$ cat src/rtl/multicycle_computer.sv
// Multicycle accumulator core. A FETCH/EXEC/MEM/HALT sequencer drives the A/B registers,
// the Z/C flags, a bounded return-address stack and a request/acknowledge data-memory port.
module multicycle_computer #(
  parameter int DATA_W      = 8,
  parameter int PC_W        = 8,
  parameter int STACK_DEPTH = 4
) (
  input  logic              clk,
  input  logic              rst_n,
  output logic [PC_W-1:0]   imem_addr,
  input  logic [DATA_W+6:0] imem_data,
  output logic              dmem_req,
  output logic              dmem_we,
  output logic [DATA_W-1:0] dmem_addr,
  output logic [DATA_W-1:0] dmem_wdata,
  input  logic [DATA_W-1:0] dmem_rdata,
  input  logic              dmem_ack,
  output logic [DATA_W-1:0] regA_out,
  output logic [DATA_W-1:0] regB_out,
  output logic [PC_W-1:0]   pc_out,
  output logic              halted,
  output logic              fault
);
  localparam int SP_W = $clog2(STACK_DEPTH + 1);

  localparam logic [6:0] OP_LDA  = 7'h01, OP_LDB  = 7'h02, OP_MOVAB = 7'h03, OP_MOVBA = 7'h04;
  localparam logic [6:0] OP_ADD  = 7'h05, OP_SUB  = 7'h06, OP_AND   = 7'h07, OP_OR    = 7'h08;
  localparam logic [6:0] OP_XOR  = 7'h09, OP_ADDI = 7'h0A, OP_SUBI  = 7'h0B, OP_CMP   = 7'h0C;
  localparam logic [6:0] OP_CMPI = 7'h0D, OP_LDL  = 7'h10, OP_LDR   = 7'h11, OP_STL   = 7'h12;
  localparam logic [6:0] OP_STR  = 7'h13, OP_JMP  = 7'h20, OP_JEQ   = 7'h21, OP_JNE   = 7'h22;
  localparam logic [6:0] OP_JLT  = 7'h23, OP_JGE  = 7'h24, OP_CALL  = 7'h28, OP_RET   = 7'h29;
  localparam logic [6:0] OP_HALT = 7'h7F;

  typedef enum logic [1:0] {FETCH, EXEC, MEM, HALT} state_t;

  state_t              state_q, state_d;
  logic [DATA_W+6:0]   ir_q, ir_d;
  logic [PC_W-1:0]     pc_q, pc_d;
  logic [DATA_W-1:0]   a_q, a_d, b_q, b_d;
  logic                z_q, z_d, c_q, c_d;
  logic                fault_q, fault_d;
  logic [SP_W-1:0]     sp_q, sp_d;
  logic [PC_W-1:0]     stack_q [STACK_DEPTH];
  logic [PC_W-1:0]     stack_d [STACK_DEPTH];

  logic [6:0]          op;
  logic [DATA_W-1:0]   lit;
  logic [PC_W-1:0]     pcInc;
  logic [PC_W-1:0]     stackTop;
  logic [DATA_W-1:0]   operand;
  logic [DATA_W:0]     sum;
  logic [DATA_W-1:0]   diff;
  logic [DATA_W-1:0]   logicRes;
  logic                borrow;
  logic                memWr;

  assign op       = ir_q[DATA_W+6:DATA_W];
  assign lit      = ir_q[DATA_W-1:0];
  assign pcInc    = pc_q + PC_W'(1);
  assign operand  = (op == OP_ADDI || op == OP_SUBI || op == OP_CMPI) ? lit : b_q;
  assign sum      = {1'b0, a_q} + {1'b0, operand};
  assign diff     = a_q - operand;
  assign borrow   = (a_q < operand);
  assign memWr    = (op == OP_STL || op == OP_STR);

  // The N flag is not kept: no instruction ever reads it.
  always_comb begin
    stackTop = '0;
    for (int i = 0; i < STACK_DEPTH; i++) begin
      if (sp_q == SP_W'(i + 1)) stackTop = stack_q[i];
    end
    logicRes = '0;
    case (op)
      OP_AND:  logicRes = a_q & b_q;
      OP_OR:   logicRes = a_q | b_q;
      OP_XOR:  logicRes = a_q ^ b_q;
      default: logicRes = '0;
    endcase
  end

  always_comb begin
    state_d    = state_q;
    ir_d       = ir_q;
    pc_d       = pc_q;
    a_d        = a_q;
    b_d        = b_q;
    z_d        = z_q;
    c_d        = c_q;
    fault_d    = fault_q;
    sp_d       = sp_q;
    stack_d    = stack_q;
    dmem_req   = 1'b0;
    dmem_we    = 1'b0;
    dmem_addr  = '0;
    dmem_wdata = '0;
    unique case (state_q)
      FETCH: begin
        ir_d    = imem_data;
        state_d = EXEC;
      end
      EXEC: begin
        state_d = FETCH;
        pc_d    = pcInc;
        case (op)
          OP_LDA:   a_d = lit;
          OP_LDB:   b_d = lit;
          OP_MOVAB: a_d = b_q;
          OP_MOVBA: b_d = a_q;
          OP_ADD, OP_ADDI: begin
            a_d = sum[DATA_W-1:0];
            c_d = sum[DATA_W];
            z_d = (sum[DATA_W-1:0] == '0);
          end
          OP_SUB, OP_SUBI: begin
            a_d = diff;
            c_d = borrow;
            z_d = (diff == '0);
          end
          OP_CMP, OP_CMPI: begin
            c_d = borrow;
            z_d = (diff == '0);
          end
          OP_AND, OP_OR, OP_XOR: begin
            a_d = logicRes;
            c_d = 1'b0;
            z_d = (logicRes == '0);
          end
          OP_LDL, OP_LDR, OP_STL, OP_STR: begin
            state_d = MEM;
            pc_d    = pc_q;
          end
          OP_JMP: pc_d = lit[PC_W-1:0];
          OP_JEQ: if (z_q)  pc_d = lit[PC_W-1:0];
          OP_JNE: if (!z_q) pc_d = lit[PC_W-1:0];
          OP_JLT: if (c_q)  pc_d = lit[PC_W-1:0];
          OP_JGE: if (!c_q) pc_d = lit[PC_W-1:0];
          OP_CALL: begin
            if (sp_q == SP_W'(STACK_DEPTH)) begin
              fault_d = 1'b1;
              state_d = HALT;
              pc_d    = pc_q;
            end else begin
              for (int i = 0; i < STACK_DEPTH; i++) begin
                if (sp_q == SP_W'(i)) stack_d[i] = pcInc;
              end
              sp_d = sp_q + SP_W'(1);
              pc_d = lit[PC_W-1:0];
            end
          end
          OP_RET: begin
            if (sp_q == '0) begin
              fault_d = 1'b1;
              state_d = HALT;
              pc_d    = pc_q;
            end else begin
              sp_d = sp_q - SP_W'(1);
              pc_d = stackTop;
            end
          end
          OP_HALT: begin
            state_d = HALT;
            pc_d    = pc_q;
          end
          default: ;
        endcase
      end
      // The request stays asserted with constant address/data until the acknowledge edge.
      MEM: begin
        dmem_req   = 1'b1;
        dmem_we    = memWr;
        dmem_addr  = (op == OP_LDL || op == OP_STL) ? lit : b_q;
        dmem_wdata = a_q;
        if (dmem_ack) begin
          if (!memWr) a_d = dmem_rdata;
          pc_d    = pcInc;
          state_d = FETCH;
        end
      end
      HALT: ;
    endcase
  end

  always_ff @(posedge clk or negedge rst_n) begin
    if (!rst_n) begin
      state_q <= FETCH;
      ir_q    <= '0;
      pc_q    <= '0;
      a_q     <= '0;
      b_q     <= '0;
      z_q     <= 1'b0;
      c_q     <= 1'b0;
      fault_q <= 1'b0;
      sp_q    <= '0;
      for (int i = 0; i < STACK_DEPTH; i++) stack_q[i] <= '0;
    end else begin
      state_q <= state_d;
      ir_q    <= ir_d;
      pc_q    <= pc_d;
      a_q     <= a_d;
      b_q     <= b_d;
      z_q     <= z_d;
      c_q     <= c_d;
      fault_q <= fault_d;
      sp_q    <= sp_d;
      stack_q <= stack_d;
    end
  end

  assign imem_addr = pc_q;
  assign pc_out    = pc_q;
  assign regA_out  = a_q;
  assign regB_out  = b_q;
  assign halted    = (state_q == HALT);
  assign fault     = fault_q;

endmodule

$ cat config.mk
export PLATFORM = sky130hd
export DESIGN_NAME = multicycle_computer
export DESIGN_NICKNAME = d
export VERILOG_FILES = /design/src/rtl/multicycle_computer.sv
export SDC_FILE = /design/constraint.sdc
export NUM_CORES = 1
export LEC_CHECK = 0
export CORE_MARGIN = 1
export CORE_UTILIZATION = 62
export CTS_CLUSTER_SIZE = 28
export DETAILED_ROUTE_END_ITERATION = 7
export GPL_TIMING_DRIVEN = 0
export PLACE_DENSITY = 0.88
export REMOVE_ABC_BUFFERS = 1
export SLEW_MARGIN = 20
export SYNTH_ARGS = -nofsm -noshare
export SYNTH_HDL_FRONTEND = slang
export SYNTH_SLANG_ARGS = --single-unit
$ cat constraint.sdc
create_clock -name clk -period 6.1 [get_ports clk]
set_input_delay 0.61 -clock clk [delete_from_list [all_inputs] [get_ports clk]]
set_output_delay 0.61 -clock clk [all_outputs]
set_load 0.02 [all_outputs]
==> out/qor.txt <==
post-detail-place hpwl - 14000 µm
status - finished, final reports clean
Multi-input gate area - 0.00393 mm²
Register Area - 0.00198 mm²
pin count of the biggest net entering global routing - 56
global-route wire length before repair - 29100 µm
gr usage total - 36.5%
io pins - 78
Pleak - 3.05 nW
initial antenna violation count - 0
PD cells - 128 mW/mm²
max-cap viol count - 0
Initial Utilization - 64.7%
VDD IR max - 0.000137 V
worst hold path type - primary input to asynchronous set/reset pin
Die X - 103 µm
Pwr Total - 0.924 mW
fillers - 745
CP Capture Type - flop
Post-DRT Antenna Nets - 0
EDFF count, synth - 0
H-Tree Depth - 3
synth unique cells - 77
critical path cell sequence - nand2b_1 > o21ai_0 > nand3_1 > mux2_2 > ha_1 > fa_1 > nor3_1 > o31ai_1 > o311ai_0 > nor2_1 > o41a_1
slowest CP cell - dfrtp_1
final wirelength - 18700 µm
Die Area - 0.0107 mm²
fraction of registers with async set or reset after synthesis - 100%
minimum clock period - 4.80 ns
wire per inst - 19.8 µm
clock root cell - clkbuf_8
worst-path maximum fanout - 32
CP top delay family - compound AO/OA/AOI/OAI gates
Buf+Inv Stages, Crit Path - 0
core footprint - 0.00986 mm²
# diodes - 0
Setup Buffers After CTS - 0
iteration count of the initial detailed-routing pass - 5
# rows - 36
IO Port Bufs - 77
skew final - 0.0143 ns
vias in the first global route - 5712
Setup WS post-layout - 1.30 ns
Slew headroom - 27.1%
area of the mapped netlist - 0.00638 mm²
total global routing overflow - 0
number of max-slew violations in the final report - 0
setup_tns - 0 ns
hold buffers post-CTS - 0
Resized Gates After CTS - 0
clk_lat worst skew - 0.36 ns
number of DRC markers in iteration 0 - 537
startpoint types - flop
Num CTS Buffers - 9
Max clock buf depth - 2
Routability Congestion - 1.00
#FFs+latches synth - 79
syn avg cell area - 8.25 µm²
DP Area - 0.00705 mm²
RSZ-0062 raised after global routing - false
clock transition at the registers of the reported paths - 0.08 ns
die height - 103 µm
Final Hold Viols - 0
endpoints failing setup - 0
Post-Syn Instances - 774
synth-to-layout area growth - 13.2%
WHS - 0.166 ns
Clock Sinks - 79
Synth Warn # - 0
vias - 6137
Setup CP Type - flop to flop
CTS tree - done
Seq/Total Area, Yosys - 31.0%
Final nets - 883
commonest register cell after synthesis - dfrtp_1
crit path DAT - 5.04 ns
fin crit share - 78.7%
DRC viols - 0
post-route cell area - 0.00723 mm²
CP required - 6.34 ns
Achievable Freq - 208 MHz
DP Worst Slack - 1.42 ns
fraction of layout cells with a size suffix above 1 - 6.89%
crit-path max cell delay - 1.07 ns
Via density - 6.49
Worst-Margin Slew - 1.09 ns
-- flip-flops by register name, indices dropped and copies added, names as in the netlist --
signal / cells
state_q: 2
imem_addr: 8
regB_out: 8
z_q: 1
fault: 1
stack_q: 32
sp_q: 3
c_q: 1
regA_out: 8
ir_q: 15
-- cell usage after synthesis (all sizes together) (3+ instances only) --
master	instances	area, µm²
and2	9	56.3
and3	3	18.8
nand3	13	65.1
nor2b	12	75.1
o22ai	4	25.0
nor4	4	25.0
o21a	7	52.6
o31ai	10	93.8
buf	38	231
or3	6	37.5
nand4	3	18.8
a211oi	4	30.0
o21ai	76	384
nor2	68	258
ha	46	576
nand4b	3	26.3
xor2	7	61.3
a2111oi	3	26.3
mux2	21	236
a22oi	8	60.1
nor3b	5	47.5
clkbuf	16	61.3
a221oi	9	91.3
a21oi	48	240
nor3	14	91.3
xnor2	10	87.6
o221ai	3	26.3
mux2i	11	110
a32o	4	40.0
a21o	8	60.1
nand3b	3	22.5
a2bb2oi	3	32.5
a31oi	8	50.1
and3b	6	52.6
inv	49	184
nand2	97	364
o311ai	3	26.3
nand2b	8	50.1
o211ai	13	97.6
a32oi	4	35.0
dfrtp	79	1980
-- worst register-to-register path, stage by stage, from the launching register on --
cell	delay [ns]
dfrtp_1	1.07
nand2b_1	0.33
o21ai_0	0.16
nand3_1	0.41
mux2_2	0.50
ha_1	0.20
fa_1	0.41
nor3_1	0.32
o31ai_1	0.19
o311ai_0	0.62
nor2_1	0.11
o41a_1	0.35
-- power by group --
group          total [mW]  internal [mW]  switching (mW)
logic              0.0458         0.0222          0.0236
registers           0.525          0.524         0.00165
clock network       0.353          0.156           0.197
-- cell type report --
cell class	instances	share of cell area, %
repair buffers	78	11.0
clock inverters	5	0.485
multi-input cells	592	54.4
flip-flops and latches	79	27.4
clock buffers	10	1.90
well taps	133	2.30
inverters	49	2.55
-- metal layers --
| metal | vias to the layer above | wire length, µm | track usage, % |
|---|---|---|---|
| met5 | - | 0 | 0 |
| met4 | 0 | 757 | 19.2 |
| met3 | 58 | 1340 | 4.64 |
| met2 | 340 | 9310 | 62.8 |
| met1 | 2920 | 7340 | 44.8 |
| li1 | 2819 | - | - |
-- worst paths after layout --
| path | start | to | slack [ns] | cells past startpoint |
|---|---|---|---|---|
| worst max-delay path | ir_q[9] | regA_out[6] | 1.30 | 11 |
| worst min-delay path | rst_n | ir_q[2] | 0.17 | 1 |
| worst max register to register | ir_q[9] | regA_out[6] | 1.30 | 11 |
| worst min register to register | fault | fault | 0.46 | 1 |
| max in group asynchronous | rst_n | ir_q[8] | 5.33 | 2 |
| min in group clk | fault | fault | 0.46 | 1 |
-- through the flow --
stage	util (%)	cells
6_report	73.3	946
5_1_grt	73.3	946
4_1_cts	73.3	946
3_5_place_dp	71.5	931
3_3_place_gp	71.2	930
2_1_floorplan	-	720
-- layout by cell type, fill, tap and decap left out, types with 6 or more instances in the layout --
master / count
a31oi_1: 8
clkdlybuf4s50_1: 76
a21oi_1: 48
o21ai_0: 47
and2_1: 7
nor2_1: 67
clkbuf_8: 10
nand3_1: 13
or3_1: 6
o21ai_1: 28
o211ai_1: 13
nor3_1: 11
o21a_1: 7
xnor2_1: 10
inv_1: 48
nand2_1: 97
and3b_1: 6
dfrtp_1: 78
xor2_1: 7
mux2i_1: 11
nor2b_1: 12
ha_1: 46
a221oi_1: 7
nand2b_1: 8
mux2_2: 21
a21o_1: 8
a22oi_1: 8
o31ai_1: 8
-- cells by family (layout without fill, tap and decap cells) --
group                      after synthesis  after routing  share of synthesized area, %
and+or+nand+nor                        263            263                          20.2
DFF                                     79             79                          31.0
muxes                                   32             32                          5.43
adders and majority gates               48             48                          9.64
xor gates and xnor gates                17             17                          2.33
AOI/OAI and AO/OA                      232            232                          24.0
buffers and inverters                  103            142                          7.47
No activity file was read; power rests on OpenSTA's default activity.
==> RTL change 1: new RTL, same settings <==
The parameter `STACK_DEPTH` goes from 4 to 8.
--- a/src/rtl/multicycle_computer.sv
+++ b/src/rtl/multicycle_computer.sv
@@ -3,7 +3,7 @@
 module multicycle_computer #(
   parameter int DATA_W      = 8,
   parameter int PC_W        = 8,
-  parameter int STACK_DEPTH = 4
+  parameter int STACK_DEPTH = 8
 ) (
   input  logic              clk,
   input  logic              rst_n,
Behaviour: same outputs for any inputs over 4 cycles, from zero or initial values and one cycle with rst_n low; that may be too few to reach the edited logic, so the function may still have changed.
==> RTL change 1 against the original RTL <==
- the flow now finishes with violations (DRC)
- routed wire length up 12%
- sequential share of layout area up 5.5 points
- sequential cell count up 33
- area after synthesis up 18%
- utilization up 0.095 points
- cell area up 18%
- worst setup slack better by 0.14 ns
- critical path type unchanged
- largest cell class unchanged
Power is left out: it rests on default switching activity, and per cell area and clock period it moved more than threefold.
==> RTL change 1: results (changes against the original RTL) <==
Met2 usage = 55.2% (-7.6 points)
Vias per cell = 6.61 (+1.9%)
Met2 routed WL = 9820 µm (+5.5%)
Overall routing resource usage = 34.5% (-1.9 points)
Status = complete, but fails checks
Wire length per cell = 20.3 µm (+2.2%)
Clock Skew = 0.00955 ns (-0.00473 ns)
Nets = 966 (+9.4%)
Layout cells sized above 1 = 6.35% (-0.54 points)
Mapped Cells = 866 (+12%)
Setup WS pre-CTS = 1.64 ns (+0.215 ns)
Biggest regs = stack_q x64, ir_q x15
R2r setup slk = 1.44 ns (+0.14 ns)
Post-synth cell types = 73 (-5.2%)
Wire length on met3 = 2050 µm (+52%)
Synth cell count leaders = dfrtp_1, nand2_1, o21ai_0, nor2_1, inv_1
Iteration-0 DRC count of the detailed router = 965 (+80%)
DR DRC count = 9 (+9)
Worst r2r path cells = 12 (+1)
Met1 usage = 46.9% (+2.1 points)
Slew HR = 23.5% (-3.7 points)
Grt met3 use = 8.05% (+3.4 points)
Placed Cells = 1,026 (+10%)
Fill count = 856 (+15%)
Slowest-stage cell, CP = o211ai_1
Largest net degree at the start of global routing = 58 (+3.6%)
Synth top area cells = dfrtp_1, ha_1, o21ai_0, nand2_1, mux2_2
Root Driver = clkbuf_16
Critical path peak fanout = 22 (-31%)
Failing checks = DRC
Post-DP HPWL = 15,000 µm (+7.4%)
Final instance area = 8520 µm² (+18%)
-- RTL change 1: kinds of logic (layout without fill, tap and decap cells) --
group / count (synthesis) / in the layout / synth area share, %
xor+xnor: 22 / 22 / 2.57
compound gates: 252 / 252 / 22.2
mux: 36 / 36 / 5.28
buf+inv: 109 / 141 / 6.10
fa+ha+maj: 46 / 46 / 7.87
flops: 112 / 112 / 37.3
simple gates: 289 / 289 / 18.6
-- RTL change 1: layout make-up --
cell class	count	share of cell area (%)
clock buffers	10	2.69
clock inverters	5	0.749
inverters	47	2.07
multi-input cells	645	50.0
flip-flops and latches	112	32.9
well taps	143	2.10
repair buffers	79	9.52
-- RTL change 1: worst min path at each step --
stage,slack (ns),end,startpoint,cells past startpoint
after floorplan,0.31,c_q,rst_n,0
after global placement,0.45,fault,fault,1
after detailed placement,0.47,stack_q[31],stack_q[31],2
after CTS,0.22,regA_out[5],rst_n,1
after global routing,0.24,ir_q[6],rst_n,1
final,0.20,regA_out[5],rst_n,1
==> RTL change 2: new RTL, same flow settings <==
Made on the original files. Remove the case item `OP_RET` of the case on `op`.
--- a/src/rtl/multicycle_computer.sv
+++ b/src/rtl/multicycle_computer.sv
@@ -147,16 +147,6 @@
               pc_d = lit[PC_W-1:0];
             end
           end
-          OP_RET: begin
-            if (sp_q == '0) begin
-              fault_d = 1'b1;
-              state_d = HALT;
-              pc_d    = pc_q;
-            end else begin
-              sp_d = sp_q - SP_W'(1);
-              pc_d = stackTop;
-            end
-          end
           OP_HALT: begin
             state_d = HALT;
             pc_d    = pc_q;
Function: changed (a bounded check fails within 4 cycles, from zero or initial values and one cycle with rst_n low).
==> RTL change 2 against the original RTL <==
- area after synthesis shrank 33%
- via count shrank 29%
- routed wire length shrank 34%
- critical path depth grew 4
- worst setup slack gained 0.23 ns
- cell area shrank 29%
- worst hold slack gained 0.021 ns
- sequential cell count shrank 32
- die area shrank 32%
- first-iteration DRC count shrank 7.8%
- sequential share of layout area shrank 4.3 points
- critical path type unchanged
Power is left out: it rests on default switching activity, and per cell area and clock period it moved more than threefold.
==> RTL change 2: results (changes against the original RTL) <==
FFs w/ async S/R, synth = 100% (unchanged)
Nets = 645 (-27%)
Critical path peak fanout = 18 (-44%)
Overall routing resource usage = 35.1% (-1.4 points)
Worst slew pin tran = 0.795 ns (-0.298 ns)
Synth cell count leaders = nor2_1, dfrtp_1, inv_1, nand2_1, ha_1
Vias = 4,336 (-29%)
Grt met3 use = 3.99% (-0.65 points)
Fill count = 474 (-36%)
Vias in the first global route = 3,935 (-31%)
Wire length per cell = 18.9 µm (-4.6%)
Register area share after synthesis = 27.4% (-3.5 points)
Most flops, register = ir_q
CP max stage delay = 0.67 ns (-0.40 ns)
Post-DP HPWL = 9230 µm (-34%)
Clock slew at reported path FFs = 0.10 ns (+0.02 ns)
Post-CTS sizing = 0 (unchanged)
Reg2Reg Launch Point = ir_q[8]
Met2 usage = 57.4% (-5.4 points)
Status = finished, final reports clean
R2r setup slk = 1.53 ns (+0.23 ns)
H-tree levels = 2 (-1)
Met1 usage = 48.5% (+3.7 points)
Clock latency on the worst-skew pair = 0.32 ns (-0.04 ns)
Layout cells sized above 1 = 6.41% (-0.48 points)
CP arrival = 4.83 ns (-0.21 ns)
Gp weighted congestion = 0.959 (-4.3%)
Synth top area cells = dfrtp_1, ha_1, mux2_2, nor2_1, o21ai_0
Largest net degree at the start of global routing = 33 (-41%)
TritonCTS buffer count = 5 (-4)
First-pass GRT wire length = 19,800 µm (-32%)
Clock Skew = 0.0136 ns (-0.000669 ns)
Post-synth cell types = 59 (-23%)
[RTL change 2: cell types whose count changed after synthesis, sizes merged, moves of 12 or more]
cell,delta
nand2,-54
buf,-20
o21ai,-34
nor2,-12
o211ai,-13
dfrtp,-32
[RTL change 2: cell families (layout without fill, tap and decap cells)]
kind of cell    count (synthesis)  in the layout  share of synthesized area [%]
compound gates                141            141                           21.0
xor+xnor                       12             12                           2.45
fa+ha+maj                      43             43                           12.9
buf+inv                        79            129                           8.70
flops                          47             47                           27.4
mux                            29             29                           7.32
simple gates                  176            176                           20.2
[RTL change 2: critical path: cells and delay by family, from the launching register on]
kind | cells | cell delay [ns]
flops | 1 | 0.67
simple gates | 6 | 1.97
compound gates | 4 | 0.72
buf+inv | 1 | 0.06
fa+ha+maj | 2 | 0.61
mux | 1 | 0.39
xor+xnor | 1 | 0.10
[RTL change 2: per-stage QoR]
| stage | setup slack (ns) | cell area [µm²] | instances | hold WS (ns) | util, % |
|---|---|---|---|---|---|
| after floorplan | 2.37 | 4080 | 491 | 0.314 | - |
| after global placement | 1.81 | 4940 | 645 | 0.452 | 76.1 |
| after detailed placement | 1.76 | 4960 | 646 | 0.452 | 76.3 |
| after CTS | 1.64 | 5100 | 654 | 0.202 | 78.5 |
| after global routing | 1.25 | 5100 | 654 | 0.219 | 78.5 |
| final | 1.53 | 5100 | 654 | 0.187 | 78.5 |
[RTL change 2: path summary, 6_finish.rpt]
kind                                      to  cells past startpoint
min in group clk                       fault                      1
worst min register to register         fault                      1
max in group asynchronous       imem_addr[1]                      2
worst max-delay path                     z_q                     15
worst min-delay path             regA_out[3]                      1
worst max register to register           z_q                     15
[RTL change 2: routing by layer]
metal / routed length [µm] / up-vias
li1: - / 1967
met1: 5110 / 2078
met2: 5930 / 254
met3: 1040 / 37
met4: 284 / 0
met5: 0 / -
[RTL change 2: area by class of cell]
type,instances,area [µm²],area share (%)
multi-input cells,401,2740,53.7
flip-flops and latches,47,1180,23.1
repair buffers,78,786,15.4
inverters,43,161,3.17
well taps,77,96.3,1.89
clock inverters,3,71.3,1.40
clock buffers,5,68.8,1.35
